===== config.mk =====
export PLATFORM = sky130hd
export DESIGN_NAME = packet_sequencer
export DESIGN_NICKNAME = d
export VERILOG_FILES = /design/src/rtl/pkt_pkg.sv /design/src/rtl/edge_counter.sv /design/src/rtl/packet_sequencer.sv
export SDC_FILE = /design/constraint.sdc
export NUM_CORES = 1
export LEC_CHECK = 0
export ABC_AREA = 1
export BUFFER_PORTS_ARGS = -buffer_cell sky130_fd_sc_hd__buf_4
export CAP_MARGIN = 20
export CORE_MARGIN = 5
export CORE_UTILIZATION = 50
export DETAILED_ROUTE_END_ITERATION = 10
export PLACE_DENSITY = 0.8
export SETUP_SLACK_MARGIN = 0.3
export SLEW_MARGIN = 40
export SYNTH_ARGS = -nofsm -noshare
export SYNTH_HDL_FRONTEND = slang
export SYNTH_SLANG_ARGS = --single-unit

===== constraint.sdc =====
create_clock -name clk -period 3 [get_ports clk]
set_input_delay 0 -clock clk [delete_from_list [all_inputs] [get_ports clk]]
set_output_delay 0 -clock clk [all_outputs]
set_load 0.01 [all_outputs]

===== src/rtl/pkt_pkg.sv =====
// Shared types and constants for the packetizer run controller.
package pkt_pkg;

    typedef enum logic [2:0] {
        S_IDLE      = 3'd0,
        S_CLEAR     = 3'd1,
        S_ARM       = 3'd2,
        S_WAIT_SYNC = 3'd3,
        S_RUNNING   = 3'd4,
        S_FLUSH     = 3'd5,
        S_DONE      = 3'd6,
        S_ERROR     = 3'd7
    } seq_state_t;

    // One header word plus 1024 data words, eof on the last.
    localparam int PKT_WORDS_DFLT = 1025;

    localparam int ERR_OVF = 0;
    localparam int ERR_LEN = 1;
    localparam int ERR_TMO = 2;

    function automatic logic seq_active(input seq_state_t s);
        return (s == S_WAIT_SYNC) || (s == S_RUNNING) || (s == S_FLUSH);
    endfunction

endpackage


===== src/rtl/edge_counter.sv =====
// Rising-edge detector feeding a saturating event counter with synchronous clear.
module edge_counter #(
    parameter int CNT_W = 32
) (
    input  logic             clk,
    input  logic             rst_n,
    input  logic             clr,
    input  logic             en,
    input  logic             sig,
    output logic             rise,
    output logic [CNT_W-1:0] count
);

    logic sig_prev;

    // The history tracks sig every cycle so a level held across enable changes is not an edge.
    assign rise = sig && !sig_prev;

    always_ff @(posedge clk or negedge rst_n) begin
        if (!rst_n) begin
            sig_prev <= 1'b0;
            count    <= '0;
        end else begin
            sig_prev <= sig;
            if (clr)
                count <= '0;
            else if (en && rise && (count != '1))
                count <= count + 1'b1;
        end
    end

endmodule


===== src/rtl/packet_sequencer.sv =====
// Run controller for the packetizer-to-10GbE path: arms the packetizer, counts and
// length-checks packets, stops on a packet boundary and tracks core overflows.
module packet_sequencer
    import pkt_pkg::*;
#(
    parameter int PKT_WORDS    = PKT_WORDS_DFLT,
    parameter int CNT_W        = 32,
    parameter int SYNC_TIMEOUT = 2**24
) (
    input  logic             clk,
    input  logic             rst_n,
    input  logic             ce,
    input  logic             start,
    input  logic             stop,
    input  logic [CNT_W-1:0] num_packets,
    input  logic             sync_in,
    input  logic             tx_valid,
    input  logic             tx_eof,
    input  logic             tx_overflow,
    output logic             pkt_arm,
    output logic             pkt_rst,
    output logic             running,
    output logic             done,
    output logic [2:0]       err,
    output logic [CNT_W-1:0] pkt_count,
    output logic [CNT_W-1:0] ovf_count
);

    localparam int WC_W  = $clog2(PKT_WORDS) + 1;
    localparam int TMR_W = $clog2(SYNC_TIMEOUT + 1);

    seq_state_t       state, state_nxt;
    logic [WC_W-1:0]  word_cnt, word_inc;
    logic [TMR_W-1:0] sync_tmr;
    logic [CNT_W-1:0] pkt_count_inc;
    logic             in_run, in_mon, clr;
    logic             eof_rise, eof_hit, ovf_rise, ovf_hit;
    logic             word_en, len_bad, tmr_done, pkt_limit;
    logic             sync_unused;

    // Sync is seen indirectly: the packetizer only raises tx_valid after it.
    assign sync_unused = sync_in;

    assign in_run  = (state == S_RUNNING) || (state == S_FLUSH);
    assign in_mon  = in_run || (state == S_WAIT_SYNC);
    assign clr     = (state == S_CLEAR);
    assign eof_hit = tx_valid && eof_rise && in_run;
    assign ovf_hit = ovf_rise && in_run;

    // A repeated eof word is not part of any packet, so it is not counted as a word either.
    assign word_en  = tx_valid && in_mon && !(tx_eof && !eof_rise);
    assign word_inc = (word_cnt == '1) ? word_cnt : word_cnt + 1'b1;
    assign len_bad  = eof_hit ? (word_inc != WC_W'(PKT_WORDS))
                              : (word_en && (word_cnt >= WC_W'(PKT_WORDS)));

    assign tmr_done      = (sync_tmr == TMR_W'(SYNC_TIMEOUT - 1));
    assign pkt_count_inc = (pkt_count == '1) ? pkt_count : pkt_count + 1'b1;
    assign pkt_limit     = eof_hit && (num_packets != '0) && (pkt_count_inc == num_packets);

    edge_counter #(.CNT_W(CNT_W)) u_eof_cnt (
        .clk   (clk),
        .rst_n (rst_n),
        .clr   (clr),
        .en    (tx_valid && in_run),
        .sig   (tx_eof),
        .rise  (eof_rise),
        .count (pkt_count)
    );

    edge_counter #(.CNT_W(CNT_W)) u_ovf_cnt (
        .clk   (clk),
        .rst_n (rst_n),
        .clr   (clr),
        .en    (in_run),
        .sig   (tx_overflow),
        .rise  (ovf_rise),
        .count (ovf_count)
    );

    always_comb begin
        state_nxt = state;
        case (state)
            S_IDLE, S_DONE, S_ERROR: if (start) state_nxt = S_CLEAR;
            S_CLEAR:     state_nxt = stop ? S_IDLE : S_ARM;
            S_ARM: begin
                if (stop)    state_nxt = S_IDLE;
                else if (ce) state_nxt = S_WAIT_SYNC;
            end
            S_WAIT_SYNC: begin
                if (stop)          state_nxt = S_IDLE;
                else if (tx_valid) state_nxt = S_RUNNING;
                else if (tmr_done) state_nxt = S_ERROR;
            end
            S_RUNNING: begin
                // A packet closing on the stop cycle is counted and ends the run at once.
                if (eof_hit && (stop || pkt_limit))
                    state_nxt = S_DONE;
                else if (stop && !eof_hit)
                    state_nxt = ((word_cnt == '0) && !word_en) ? S_DONE : S_FLUSH;
            end
            S_FLUSH:     if (eof_hit) state_nxt = S_DONE;
            default:     state_nxt = S_IDLE;
        endcase
    end

    always_ff @(posedge clk or negedge rst_n) begin
        if (!rst_n) begin
            state    <= S_IDLE;
            pkt_rst  <= 1'b1;
            pkt_arm  <= 1'b0;
            running  <= 1'b0;
            done     <= 1'b0;
            err      <= '0;
            word_cnt <= '0;
            sync_tmr <= '0;
        end else begin
            state    <= state_nxt;
            pkt_rst  <= (state_nxt == S_IDLE) || (state_nxt == S_CLEAR) ||
                        (state_nxt == S_DONE) || (state_nxt == S_ERROR);
            pkt_arm  <= (state_nxt == S_ARM);
            running  <= seq_active(state_nxt);
            done     <= (state_nxt == S_DONE);
            sync_tmr <= (state == S_WAIT_SYNC) ? sync_tmr + 1'b1 : '0;

            if (clr || eof_hit)
                word_cnt <= '0;
            else if (word_en)
                word_cnt <= word_inc;

            if (clr) begin
                err <= '0;
            end else begin
                if ((state == S_WAIT_SYNC) && (state_nxt == S_ERROR)) err[ERR_TMO] <= 1'b1;
                if (len_bad) err[ERR_LEN] <= 1'b1;
                if (ovf_hit) err[ERR_OVF] <= 1'b1;
            end
        end
    end

endmodule


After elaboration in Yosys (flattened, before gate mapping)
Cells that the tools add are included.

word-level totals
  logic and storage cells = 111
  register bits = 113
  output and inout bits = 71
  bits of input ports = 41

operators by class
  multiplexer cells = 26
  equality and inequality tests = 21
  magnitude comparators = 1
  add/sub/neg operators = 4
  reductions and logical operators = 45

operator list
  cell                                                                                   count
  32-bit 2-to-1 mux                                                                      5
  32-bit by 1-bit adder with 32-bit output, second input constant                        2
  32-bit != test, second input constant                                                  2
  12-bit 2-to-1 mux                                                                      3
  32-bit == test                                                                         1
  32-bit == test, second input constant                                                  1
  32-bit nonzero test                                                                    1
  3-bit 2-to-1 mux                                                                       10
  25-bit by 1-bit adder with 25-bit output, second input constant                        1
  25-bit by 24-bit == test with 1-bit output, second input constant                      1
  25-bit 2-to-1 mux                                                                      1
  3-bit == test, second input constant                                                   8
  1-bit logical AND                                                                      19
  3-bit case mux with 6 select lines                                                     1
  12-bit by 1-bit adder with 12-bit output, second input constant                        1
  12-bit == test, second input constant                                                  1
  3-bit by 2-bit == test with 1-bit output, second input constant                        4
  12-bit by 11-bit greater-or-equal comparator with 1-bit output, second input constant  1
  12-bit zero test                                                                       1
  12-bit by 11-bit != test with 1-bit output, second input constant                      1
  2-bit nonzero test                                                                     6
  1-bit logical OR                                                                       9
  3-bit by 1-bit == test with 1-bit output, second input constant                        2
  1-bit zero test                                                                        6
  4 further kinds                                                                        9

Longest topological paths before layout
Gate-level depths: netlist (run 1).

  depth in word-level cells = 16
  mapped depth = 24
  depth with buffers taken out = 24

Cells and area by module
Synthesis (run 1) repeated with hierarchy kept, for this count alone.

unflattened totals
  cells, all modules = 1,423
  area total of the unflattened synthesis = 8,939.8 um^2

by module, submodules not included
  module            cells each  area each (um^2)  sequential area each (um^2)  times used
  edge_counter      352         2,258.4           825.8                        2
  packet_sequencer  719         4,423.0           1,177.4                      1

Least setup slack after synthesis (run 1)
Ideal clock, no wire load.

  path type = reg-to-reg
  start point = reg u_eof_cnt.count[0]
  end point = reg running
  path slack = 549 ps
  path buffers = 1
  data required time = 2,882 ps
  clock period less this slack = 2,451 ps
  data arrival time = 2,333 ps
  cell stages (with the launch flop) = 22
  path through = dfrtp_1 > ha_1 > nand2_2 > nor2_4 > nand2_4 > nor2_8 > nand2_2 > buf_2 > nand3_1 > nand2_1 > nor2_1 > nand3_1 > nor2_1 > nand3_1 > nand2_1 > nand2_1 > nand2_1 > nand2_1 > nand2_2 > nand3_1 > nand2_2 > nor2_2

on the way
  longest elaborated chain between the ends = 11
  elaborated cells on any way between the ends = 14

ends and longest elaborated chain
  element                                                                     line                     RTL
  from (decl)                                                                 edge_counter.sv:11       output logic [CNT_W-1:0] count
  from (signal assigned)                                                      edge_counter.sv:28       count <= count + 1'b1;
  32-bit by 1-bit adder with 32-bit output or 32-bit == test (tied branches)  packet_sequencer.sv:57   assign pkt_count_inc = (pkt_count == '1) ? pkt_count : pkt_count + 1'b1;
  32-bit 2-to-1 mux *                                                         packet_sequencer.sv:57
  32-bit == test *                                                            packet_sequencer.sv:58   assign pkt_limit = eof_hit && (num_packets != '0) && (pkt_count_inc == num_packets);
  1-bit logical AND *                                                         packet_sequencer.sv:58
  1-bit logical OR *                                                          packet_sequencer.sv:96   if (eof_hit && (stop || pkt_limit))
  1-bit logical AND *                                                         packet_sequencer.sv:96
  3-bit 2-to-1 mux *                                                          packet_sequencer.sv:96
  3-bit case mux with 6 select lines *                                        packet_sequencer.sv:82   case (state)
  3-bit by 2-bit == test with 1-bit output or 3-bit == test (tied branches)   pkt_pkg.sv:23            return (s == S_WAIT_SYNC) || (s == S_RUNNING) || (s == S_FLUSH);
  1-bit logical OR                                                            pkt_pkg.sv:23
  1-bit logical OR *                                                          pkt_pkg.sv:23
  to (signal assigned)                                                        packet_sequencer.sv:121  running <= seq_active(state_nxt);
  to (decl)                                                                   packet_sequencer.sv:22   output logic running,

Mark *: on every way between the ends. The rest lies on a longest branch, timed or not.
A chain may end at the register's enable or synchronous reset.

Final worst setup path (run 1)
Same ends and word-level chain as after synthesis.

==> metrics, run 1 <==
status=finished, violations left; failing checks=DRC; number of synthesized flops with an enable pin=0; sequential group share of total power=0.330; end of the critical path=running; final RePlAce weighted congestion=0.9324; clock-pin slew on the worst setup and hold paths=0.05 ns; ranking of synthesized cells by area=dfrtp_1 38%, nand2_1 16%, inv_1 8.1%, nor2_1 6.1%, nand3_1 5.5%; initial antenna violation count=0; Core Util, Final=0.6670; die width=131.0 um; worst-margin pin slew=0.5690 ns; max_slew headroom=0.6207; Cell Area, Synth=7325 sq um; Hold Violations, Final=0; final global-route overflow total=0; clk sink count=113; Initial Util=0.5078; Layout area overhead=31.35%; Worst path slowest cell=dfrtp_1; Comb pwr share=0.252; sequential share of the synthesized area=0.3862; final net count=1294; RR Startpoint=u_eof_cnt.count[0]; worst-case reg-to-reg path depth=21; first-pass GRT wire length=33090 um; internal power=0.003577 W; via count=7923; worst-skew pair later-pin latency=0.41 ns; cell area after layout=9620 sq um; Tot GR Track Use=0.2416; CTS buffer count=17; Max VDD drop=0.0006233 V; die area=17170 sq um; vias in the first global route=7067; HP Class=input port to register; Via density=5.487; PortBufs=110; Arr. time, crit path=3.11 ns; WHS=0.06236 ns; fraction of registers with async set/reset=1.000; Ports=112; Clock Power Share=0.418; Worst path max stage delay=0.42 ns; # H-tree levels=4; CTS tree=built; final period utilization=0.9403; critical-path maximum fanout=5; Synth Flop Type=dfrtp_1; core area=14420 sq um; Max Slew Vio Count=0; num rows=44; Max-Cap Viols=0; WL per Instance=14.90 um; 1st-iter DRT viols=816; Die H=131.0 um; Antenna Violating Nets Remaining=0; final WL=21510 um; share of cells above drive strength 1=0.2135; Placed Instance Area=8519 sq um; maximum clock path buffer count=2; top cell type's share of synthesized area=0.3826; Final setup violation count=0; Yosys cell types=46; most frequent cells after synthesis=303 x nand2_1, 158 x inv_1, 120 x nor2_1, 112 x dfrtp_1, 81 x nand3_1; CP cell instances=ha_4, nand2_4, nor2_4, nand2_4, buf_12, xor2_1, nand2_1, nand2_1, nand2_1, nor2_1, nand3_2, nor2_2, nand3_2, nand2_1, nand2_1, nand2_1, nand2_1, nand2_2, nand3_1, nand2_2, nor2_2; sw frac=0.3159; number of remaining DRC errors=1; most common cell in the netlist=nand2_1; Yosys reg bits=113; largest net degree at the start of global routing=60; Clock Skew=0.01140 ns; Antenna diodes=0; Lkg Pwr=4.593 nW; Final HPWL DP=15140 um; clock root cell=clkbuf_16; most frequent CP cell=nand2_1; final setup TNS=0 ns; Peak Freq=354.5 MHz; syn nets=1128; NetSw=0.001651 W; Critical R2R Capture=running; Data required, critical path=3.29 ns; power per cell area=543.4 nW/um^2; CP Class=register to register; RSZ-0062 raised after global routing=yes; critical path launch point type=register; CP Launch Point=u_eof_cnt.count[0]; CP endpoint kind=register; Syn Area/Cell=6.776 sq um; DRT Pass-1 Iters=9; Syn Inst Count=1081; largest area contributor in the netlist=dfrtp_1; Syn. warnings=0; worst reg2reg setup slack=0.18 ns; Tmin final=2.821 ns
-- flip-flops by register name, indices dropped and copies added, names as in the netlist, 3 cells and up --
signal           cells
err                  3
state                3
sync_tmr            25
u_eof_cnt.count     32
u_ovf_cnt.count     32
word_cnt            12
-- how the worst min path moves through the flow --
| stage | from | to | slack (ns) | cells past startpoint |
|---|---|---|---|---|
| 6_report | tx_valid | err[2] | 0.06 | 5 |
| 5_1_grt | tx_valid | err[2] | 0.09 | 5 |
| 4_1_cts | tx_valid | err[2] | 0.05 | 5 |
| 3_5_place_dp | rst_n | sync_tmr[15] | 0.13 | 1 |
| 3_3_place_gp | rst_n | sync_tmr[17] | 0.12 | 1 |
| 2_1_floorplan | rst_n | done | -0.30 | 0 |
-- cell families (layout without fill, tap and decap cells) --
family	Yosys count	after routing	synth area share
adder cells (fa/ha/maj)	6	6	0.01025
AO/OA/AOI/OAI	147	147	0.1163
AND/OR/NAND/NOR	624	626	0.3777
buffers and inverters	179	356	0.09515
XOR/XNOR	12	12	0.01435
flip-flops	113	113	0.3862
-- area by class of cell --
class,instances,area (sq um)
Tap cell,184,230.2
Clock buffer,22,484.2
Timing Repair Buffer,162,1286
Fill cell,1190,4803
Sequential cell,113,2834
Multi-Input combinational cell,791,4023
Clock inverter,10,155.1
Inverter,162,608.1
-- power by group through the flow --
stage          Sequential [W]  Combinational [W]  Clock, W
3_5_place_dp          0.00174            0.00122         0
6_report              0.00172            0.00132   0.00219
4_1_cts               0.00172            0.00124   0.00220
5_1_grt               0.00173            0.00148   0.00227
3_3_place_gp          0.00174            0.00119         0
2_1_floorplan         0.00174           0.000746         0
-- worst max-delay path: cells and delay by family, from the launching register on --
family | cells | cell delay, ns
buf+inv | 1 | 0.16
xor+xnor | 1 | 0.31
simple gates | 18 | 1.63
fa+ha+maj | 1 | 0.17
flops | 1 | 0.42
-- cell usage in the layout, fill, tap and decap left out, drive strengths merged, types with 5 or more instances in the layout --
cell type | synthesis | routed
nand2 | 312 | 312
inv | 160 | 160
buf | 9 | 156
nor2 | 134 | 134
dfrtp | 112 | 112
nand3 | 82 | 84
o21ai | 55 | 55
nor3 | 52 | 52
a21oi | 44 | 44
nand4 | 24 | 24
clkbuf | 8 | 23
o22ai | 19 | 19
o32ai | 11 | 11
xor2 | 10 | 10
nor4 | 9 | 9
a211oi | 6 | 6
ha | 6 | 6
clkinv | 2 | 6
dlygate4sd3 | 0 | 5
-- layer usage --
metal,share of wire,global-route usage,up-vias,wire (um)
li1,-,-,3877,-
met1,0.43,0.3279,3709,9198
met2,0.48,0.3913,294,10350
met3,0.072,0.04919,43,1549
met4,0.019,0.07320,0,415
met5,0,0,-,0
-- stage by stage --
stage	std cells	power [W]	setup slack, ns
CTS	1428	0.005147	0.2876
finish	1444	0.005228	0.1790
global route	1444	0.005480	0.002588
floorplan	1081	0.002486	0.5490
global placement	1386	0.002934	0.2255
detailed placement	1386	0.002958	0.1646
-- timing repair --
action | in CTS | in global routing
setup endpoints to repair | 6 | 27
hold buffers | 5 | 0
pin swaps | 4 | 21
resized for setup | 15 | 49
gates cloned | 1 | 2
hold endpoints to repair | 60 | 0
setup buffers | 4 | 14
No activity file was read; power rests on OpenSTA's default activity.
==> run 2, diff against run 1 <==
ABC_AREA = unset   (was 1)
BUFFER_PORTS_ARGS = -buffer_cell sky130_fd_sc_hd__buf_2   (was -buffer_cell sky130_fd_sc_hd__buf_4)
==> run 2 against run 1 <==
  * The flow finishes with violations (setup timing)
  * Highest routed layer unchanged
  * Sequential power down 5%
  * Design area down 3.0%
  * Utilization shrank 1.8 points
  * Largest power group unchanged
  * Critical path depth is 9 lower
  * Largest cell class unchanged
==> metrics, run 2 <==
status=finished, violations left; failing checks=setup timing; Initial Util=0.5030 (-0.004846); Critical R2R Capture=running; sequential cell area=2836 sq um (about the same); HP Class=input port to register; Peak Freq=330.3 MHz (-6.8%); Yosys reg bits=113 (unchanged); vias in the first global route=6823 (-3.5%); internal power=0.003045 W (-15%); Worst Hold End=state[0]; Synth Flop Type=dfrtp_1; Antenna diodes=0 (unchanged); Syn Inst Count=860 (-20%); worst-margin pin slew=0.7192 ns (+0.1502 ns); final RePlAce weighted congestion=0.9659 (+3.6%); top flop regs=u_eof_cnt.count x32, u_ovf_cnt.count x32, sync_tmr x25; Data required, critical path=3.33 ns (+0.04 ns); num rows=44 (unchanged); sequential group share of total power=0.379 (+0.049); CP Class=register to register; final global-route overflow total=0 (unchanged); share of cells above drive strength 1=0.2744 (+0.06089); Max-Cap Viols=0 (unchanged); Yosys cell types=73 (+59%); largest area contributor in the netlist=dfrtp_1; maximum clock path buffer count=2 (unchanged); worst-skew pair later-pin latency=0.42 ns (about the same); Clock Skew=0.008835 ns (-0.002567 ns); PortBufs=110 (unchanged); clock root cell=clkbuf_16; commonest non-fill, non-tap cell in the layout=nor2_1; Syn Area/Cell=8.403 sq um (+24%); clock-pin slew on the worst setup and hold paths=0.06 ns (about the same); CTS buffer count=17 (unchanged); critical path launch point type=register; Max Slew Vio Count=0 (unchanged); Via density=6.024 (+9.8%); Max VDD drop=0.0004156 V (-33%); Layout area overhead=29.12%; Arr. time, crit path=3.35 ns (+0.24 ns); most frequent cells in the layout=122 x nor2_1, 109 x buf_2, 106 x dfrtp_1; RR Startpoint=u_eof_cnt.count[1]; clk sink count=113 (unchanged); WL per Instance=17.74 um (+19%); worst-case reg-to-reg path depth=12 (-43%); most common cell in the netlist=nor2_1; Syn. warnings=0 (unchanged); Clock Power Share=0.460 (+0.042); power per cell area=464.3 nW/um^2 (-15%); number of synthesized flops with an enable pin=0 (unchanged); final net count=1080 (-17%); final worst slack=-0.02800 ns (-0.2070 ns); number of remaining DRC errors=0 (-1); Core Util, Final=0.6494 (-0.01756); 1st-iter DRT viols=700 (-14%); # H-tree levels=4 (unchanged); Antenna Violating Nets Remaining=0 (unchanged); critical-path maximum fanout=6 (+1); sw frac=0.2971 (-0.01876); ranking of synthesized cells by area=dfrtp_1 39%, nor2_1 6.5%, xor2_1 6.2%, o21ai_0 5.0%, nand2_1 4.9%; first-pass GRT wire length=33750 um (+2.0%); Die H=130.2 um (-0.62%); syn nets=907 (-20%); CP endpoint kind=register; core area=14370 sq um (-0.38%); die width=130.2 um (-0.62%); die area=16960 sq um (-1.2%); initial antenna violation count=0 (unchanged); CTS tree=built; Final HPWL DP=14780 um (-2.4%); DRT Pass-1 Iters=6 (-3); max_slew headroom=0.5155 (-0.1052); largest net degree at the start of global routing=70 (+17%); worst reg2reg setup slack=-0.03 ns (-0.21 ns); multi-input combinational cell area=4377 sq um (+8.8%); NetSw=0.001287 W (-22%); Ports=112 (unchanged); Tmin final=3.028 ns (+0.2070 ns); Cell Area, Synth=7227 sq um (-1.3%); final period utilization=1.009 (+0.06900); top cell type's share of synthesized area=0.3878 (+0.005167); Lkg Pwr=4.180 nW (-9.0%); WHS=0.04883 ns (-0.01353 ns); Comb pwr share=0.161 (-0.091); Hold Crit Start=start; final WL=21830 um (+1.5%); via count=7410 (-6.5%); Hold Path Stages=3 (-2); Tot GR Track Use=0.2513 (+0.009699); most frequent cells after synthesis=126 x nor2_1, 112 x dfrtp_1, 95 x nand2_1, 72 x o21ai_0, 51 x xor2_1; sequential share of the synthesized area=0.3914 (+0.005216); RSZ-0062 raised after global routing=yes; fraction of registers with async set/reset=1.000 (unchanged); Hold Violations, Final=0 (unchanged); Final setup violation count=1 (+1); fillers=1121 (-5.8%)
## run 2: worst max-delay path, stage by stage, from the launching register on
cell,delay [ns]
dfrtp_2,0.38
buf_4,0.16
nand4_4,0.18
buf_4,0.19
nor4_2,0.29
xnor2_1,0.24
nor2_1,0.15
nor4b_2,0.37
nand4b_1,0.19
nor4_4,0.33
a31oi_4,0.14
inv_2,0.09
mux2i_1,0.23
## run 2: area by class of cell
cell class / count / area share
inverter: 18 / 0.007241
multi-input combinational: 688 / 0.4690
timing repair buffer: 195 / 0.1331
tap: 184 / 0.02467
clock buffer: 19 / 0.04747
sequential: 113 / 0.3040
clock inverter: 13 / 0.01448
## run 2: what timing repair did
action	4_1_cts	5_1_grt
gates resized for setup	12	28
endpoints found under the hold margin	46	0
endpoints found under the setup margin	6	30
pin swaps	10	13
setup buffers	17	10
hold buffers	3	0
## run 2: power groups by stage
stage	Combinational [W]	Clock, W	Sequential (W)
final	0.000698	0.00199	0.00164
after global routing	0.000755	0.00209	0.00165
after CTS	0.000651	0.00201	0.00164
after detailed placement	0.000623	0	0.00166
after global placement	0.000616	0	0.00166
after floorplan	0.000380	0	0.00164
## run 2: metal layers
metal	global-route usage	vias to the layer above	routed length, um
li1	-	3416	-
met1	0.3243	3500	8834
met2	0.3871	401	9906
met3	0.07777	93	2160
met4	0.1161	0	923
met5	0	-	0
## run 2: per-stage QoR
step | area, sq um | setup TNS [ns] | instances | total power, W | setup slack, ns
floorplan | 7279 | 0 | 860 | 0.002023 | 0.1451
detailed placement | 8314 | -0.01926 | 1168 | 0.002285 | -0.01926
global placement | 8312 | 0 | 1168 | 0.002276 | 0.03124
CTS | 9134 | 0 | 1220 | 0.004301 | 0.1192
global route | 9331 | -0.3436 | 1230 | 0.004493 | -0.1504
finish | 9331 | -0.02800 | 1230 | 0.004333 | -0.02800
## run 2: cell families (layout without fill, tap and decap cells)
group	after synthesis	in the layout	share of synthesized area
xor+xnor	88	88	0.1066
buf+inv	59	245	0.03359
mux	15	15	0.02164
compound gates	162	162	0.1392
flops	113	113	0.3914
fa+ha+maj	6	6	0.01039
simple gates	417	417	0.2971
## run 2: how the worst max path moves through the flow
stage,startpoint,end,slack (ns),depth (start not counted)
2_1_floorplan,u_eof_cnt.count[0],running,0.15,12
3_3_place_gp,u_eof_cnt.count[0],running,0.03,13
3_5_place_dp,u_eof_cnt.count[0],running,-0.02,11
4_1_cts,u_eof_cnt.count[0],pkt_rst,0.12,11
5_1_grt,u_eof_cnt.count[1],running,-0.15,11
6_report,u_eof_cnt.count[1],running,-0.03,12
==> run 3, diff against run 2 <==
CORE_UTILIZATION = 33   (was 50)
PLACE_DENSITY = 0.59   (was 0.8)
TNS_END_PERCENT = 30   (was unset)
==> run 3 against run 2 <==
  * The run now ends clean
  * Sequential share of layout area shrank 0.56 points
  * Power grew 4.6%
  * Flip-flop and latch count is the same
  * Sequential power is essentially flat
  * Utilization shrank 21 points
  * Final cell count grew 8.6%
  * Critical path depth shrank 1
  * Die area grew 47%
  * Maximum frequency grew 3.5%
  * First-iteration DRC count shrank 26%
  * Clock skew grew 0.0016 ns
  * Worst hold slack lost 0.0021 ns
  * Critical endpoint unchanged
  * Largest cell class unchanged
==> metrics, run 3 (synthesized netlist as in run 2, its figures left out) <==
clock-pin slew on the worst setup and hold paths=0.06 ns (about the same); HP Class=input port to register; Initial Util=0.3332 (-0.1697); Antenna Violating Nets Remaining=0 (unchanged); Core Util, Final=0.4386 (-0.2109); Via density=5.384 (-11%); Comb pwr share=0.153 (-0.008); Max Slew Vio Count=0 (unchanged); Lkg Pwr=4.229 nW (+1.2%); Arr. time, crit path=3.26 ns (-0.09 ns); WL per Instance=17.29 um (-2.6%); Final setup violation count=0 (-1); Clock Skew=0.01040 ns (+0.001563 ns); Max VDD drop=0.0004341 V (+4.5%); NetSw=0.001319 W (+2.5%); die area=24960 sq um (+47%); Tot GR Track Use=0.1844 (-0.06697); PortBufs=110 (unchanged); num rows=54 (+23%); Antenna diodes=0 (unchanged); CP Class=register to register; critical-path maximum fanout=4 (-2); maximum clock path buffer count=2 (unchanged); initial antenna violation count=0 (unchanged); top flop regs=u_eof_cnt.count x32, u_ovf_cnt.count x32, sync_tmr x25; 1st-iter DRT viols=515 (-26%); final global-route overflow total=0 (unchanged); final period utilization=0.9756 (-0.03378); Clock Power Share=0.489 (+0.029); worst-margin pin slew=0.6612 ns (-0.05802 ns); largest net degree at the start of global routing=47 (-33%); final RePlAce weighted congestion=0.9121 (-5.6%); worst-skew pair later-pin latency=0.42 ns (about the same); sw frac=0.2912 (-0.005959); clk sink count=113 (unchanged); cell count after placement=1282 (+9.8%); vias in the first global route=6936 (+1.7%); via count=7193 (-2.9%); Ports=112 (unchanged); max_slew headroom=0.5545 (+0.03909); final WL=23090 um (+5.8%); die width=158.0 um (+21%); fillers=2163 (+93%); power per cell area=476.4 nW/um^2 (+2.6%); status=complete, no violations; clock root cell=clkbuf_16; RSZ-0062 raised after global routing=yes; number of remaining DRC errors=0 (unchanged); Peak Freq=341.7 MHz (+3.5%); DRT Pass-1 Iters=5 (-1); Data required, critical path=3.33 ns (about the same); CTS buffer count=17 (unchanged); # H-tree levels=4 (unchanged); share of cells above drive strength 1=0.2718 (-0.002598); final net count=1090 (+0.93%); Hold Violations, Final=0 (unchanged); critical path launch point type=register; Final HPWL DP=16790 um (+14%); Max-Cap Viols=0 (unchanged); multi-input combinational cell area=4317 sq um (-1.4%); Die H=158.0 um (+21%); first-pass GRT wire length=36450 um (+8.0%); most frequent cells in the layout=125 x nor2_1, 110 x buf_2, 105 x dfrtp_1; internal power=0.003212 W (+5.5%); commonest non-fill, non-tap cell in the layout=nor2_1; Tmin final=2.927 ns (-0.1013 ns); sequential cell area=2838 sq um (about the same); sequential group share of total power=0.358 (-0.021); CTS tree=built; core area=21690 sq um (+51%); Layout area overhead=31.61%; CP endpoint kind=register; Non-Filler Instances=1336 (+8.6%)
-- run 3: cell types whose count changed in the layout (fill, tap and decap cells not counted), moves of 2 or more --
cell	previous run	this run
clkinv_4	2	4
a31oi_2	2	0
nor2_2	3	1
bufinv_16	2	4
xnor2_1	34	36
buf_4	76	86
nor2_1	122	125
buf_12	2	0
nor4_1	14	16
xnor2_2	3	1
nor3_1	11	13
clkinv_2	5	0
nor4_2	4	2
-- run 3: cell type report --
class                           count  area share
Multi-Input combinational cell    688      0.4538
Inverter                           18    0.007103
Sequential cell                   113      0.2983
Clock inverter                     14     0.02144
Timing Repair Buffer              205      0.1363
Tap cell                          280     0.03683
Clock buffer                       18     0.04617
-- run 3: power groups by stage --
| stage | registers, W | logic [W] | clock network [W] |
|---|---|---|---|
| 4_1_cts | 0.00162 | 0.000695 | 0.00226 |
| 6_report | 0.00162 | 0.000694 | 0.00222 |
| 5_1_grt | 0.00163 | 0.000763 | 0.00233 |
| 3_3_place_gp | 0.00164 | 0.000675 | 0 |
| 3_5_place_dp | 0.00165 | 0.000679 | 0 |
| 2_1_floorplan | 0.00164 | 0.000380 | 0 |
-- run 3: worst paths after layout --
kind / startpoint / end / slack [ns] / cells past startpoint
max in group asynchronous: rst_n / pkt_rst / 2.04 / 3
setup reg to reg: u_eof_cnt.count[10] / running / 0.07 / 11
setup / recovery: u_eof_cnt.count[10] / running / 0.07 / 11
hold / removal: tx_valid / err[2] / 0.05 / 3
min in group asynchronous: rst_n / u_ovf_cnt.count[2] / 0.15 / 2
hold reg to reg: sync_tmr[0] / sync_tmr[0] / 0.47 / 1
-- run 3: metrics by stage --
step / power, W / hold slack, ns / setup WS [ns] / cell area, sq um / setup TNS, ns
global route: 0.004716 / 0.1064 / -0.05228 / 9512 / -0.05228
CTS: 0.004576 / 0.03549 / 0.08639 / 9333 / 0
detailed placement: 0.002325 / 0.06822 / -0.02557 / 8531 / -0.02557
floorplan: 0.002023 / -0.2956 / 0.1071 / 7252 / 0
global placement: 0.002319 / 0.06893 / 0.02813 / 8531 / 0
finish: 0.004531 / 0.04675 / 0.07333 / 9512 / 0
-- run 3: critical path, cell delays in order (launching register included) --
cell,delay (ns)
dfrtp_1,0.39
buf_4,0.13
nand3_2,0.12
buf_4,0.17
nor3_1,0.29
xnor2_1,0.16
a222oi_1,0.55
a21oi_1,0.20
nor4_4,0.39
a31oi_4,0.18
inv_2,0.10
mux2i_1,0.16
-- run 3: timing repair --
item                                    CTS  global route
cloned                                    0             1
hold buffers                              4             0
resized for setup                        12            25
setup buffers                             8             9
endpoints found under the setup margin    5             8
pin swaps                                11            15
endpoints found under the hold margin    46             0
-- run 3: per-layer routing --
metal	GRT usage	share of wire	up-vias
met2	0.2882	0.46	252
met3	0.04538	0.069	35
li1	-	-	3452
met4	0.06255	0.021	0
met1	0.2508	0.45	3454
met5	0	0	-
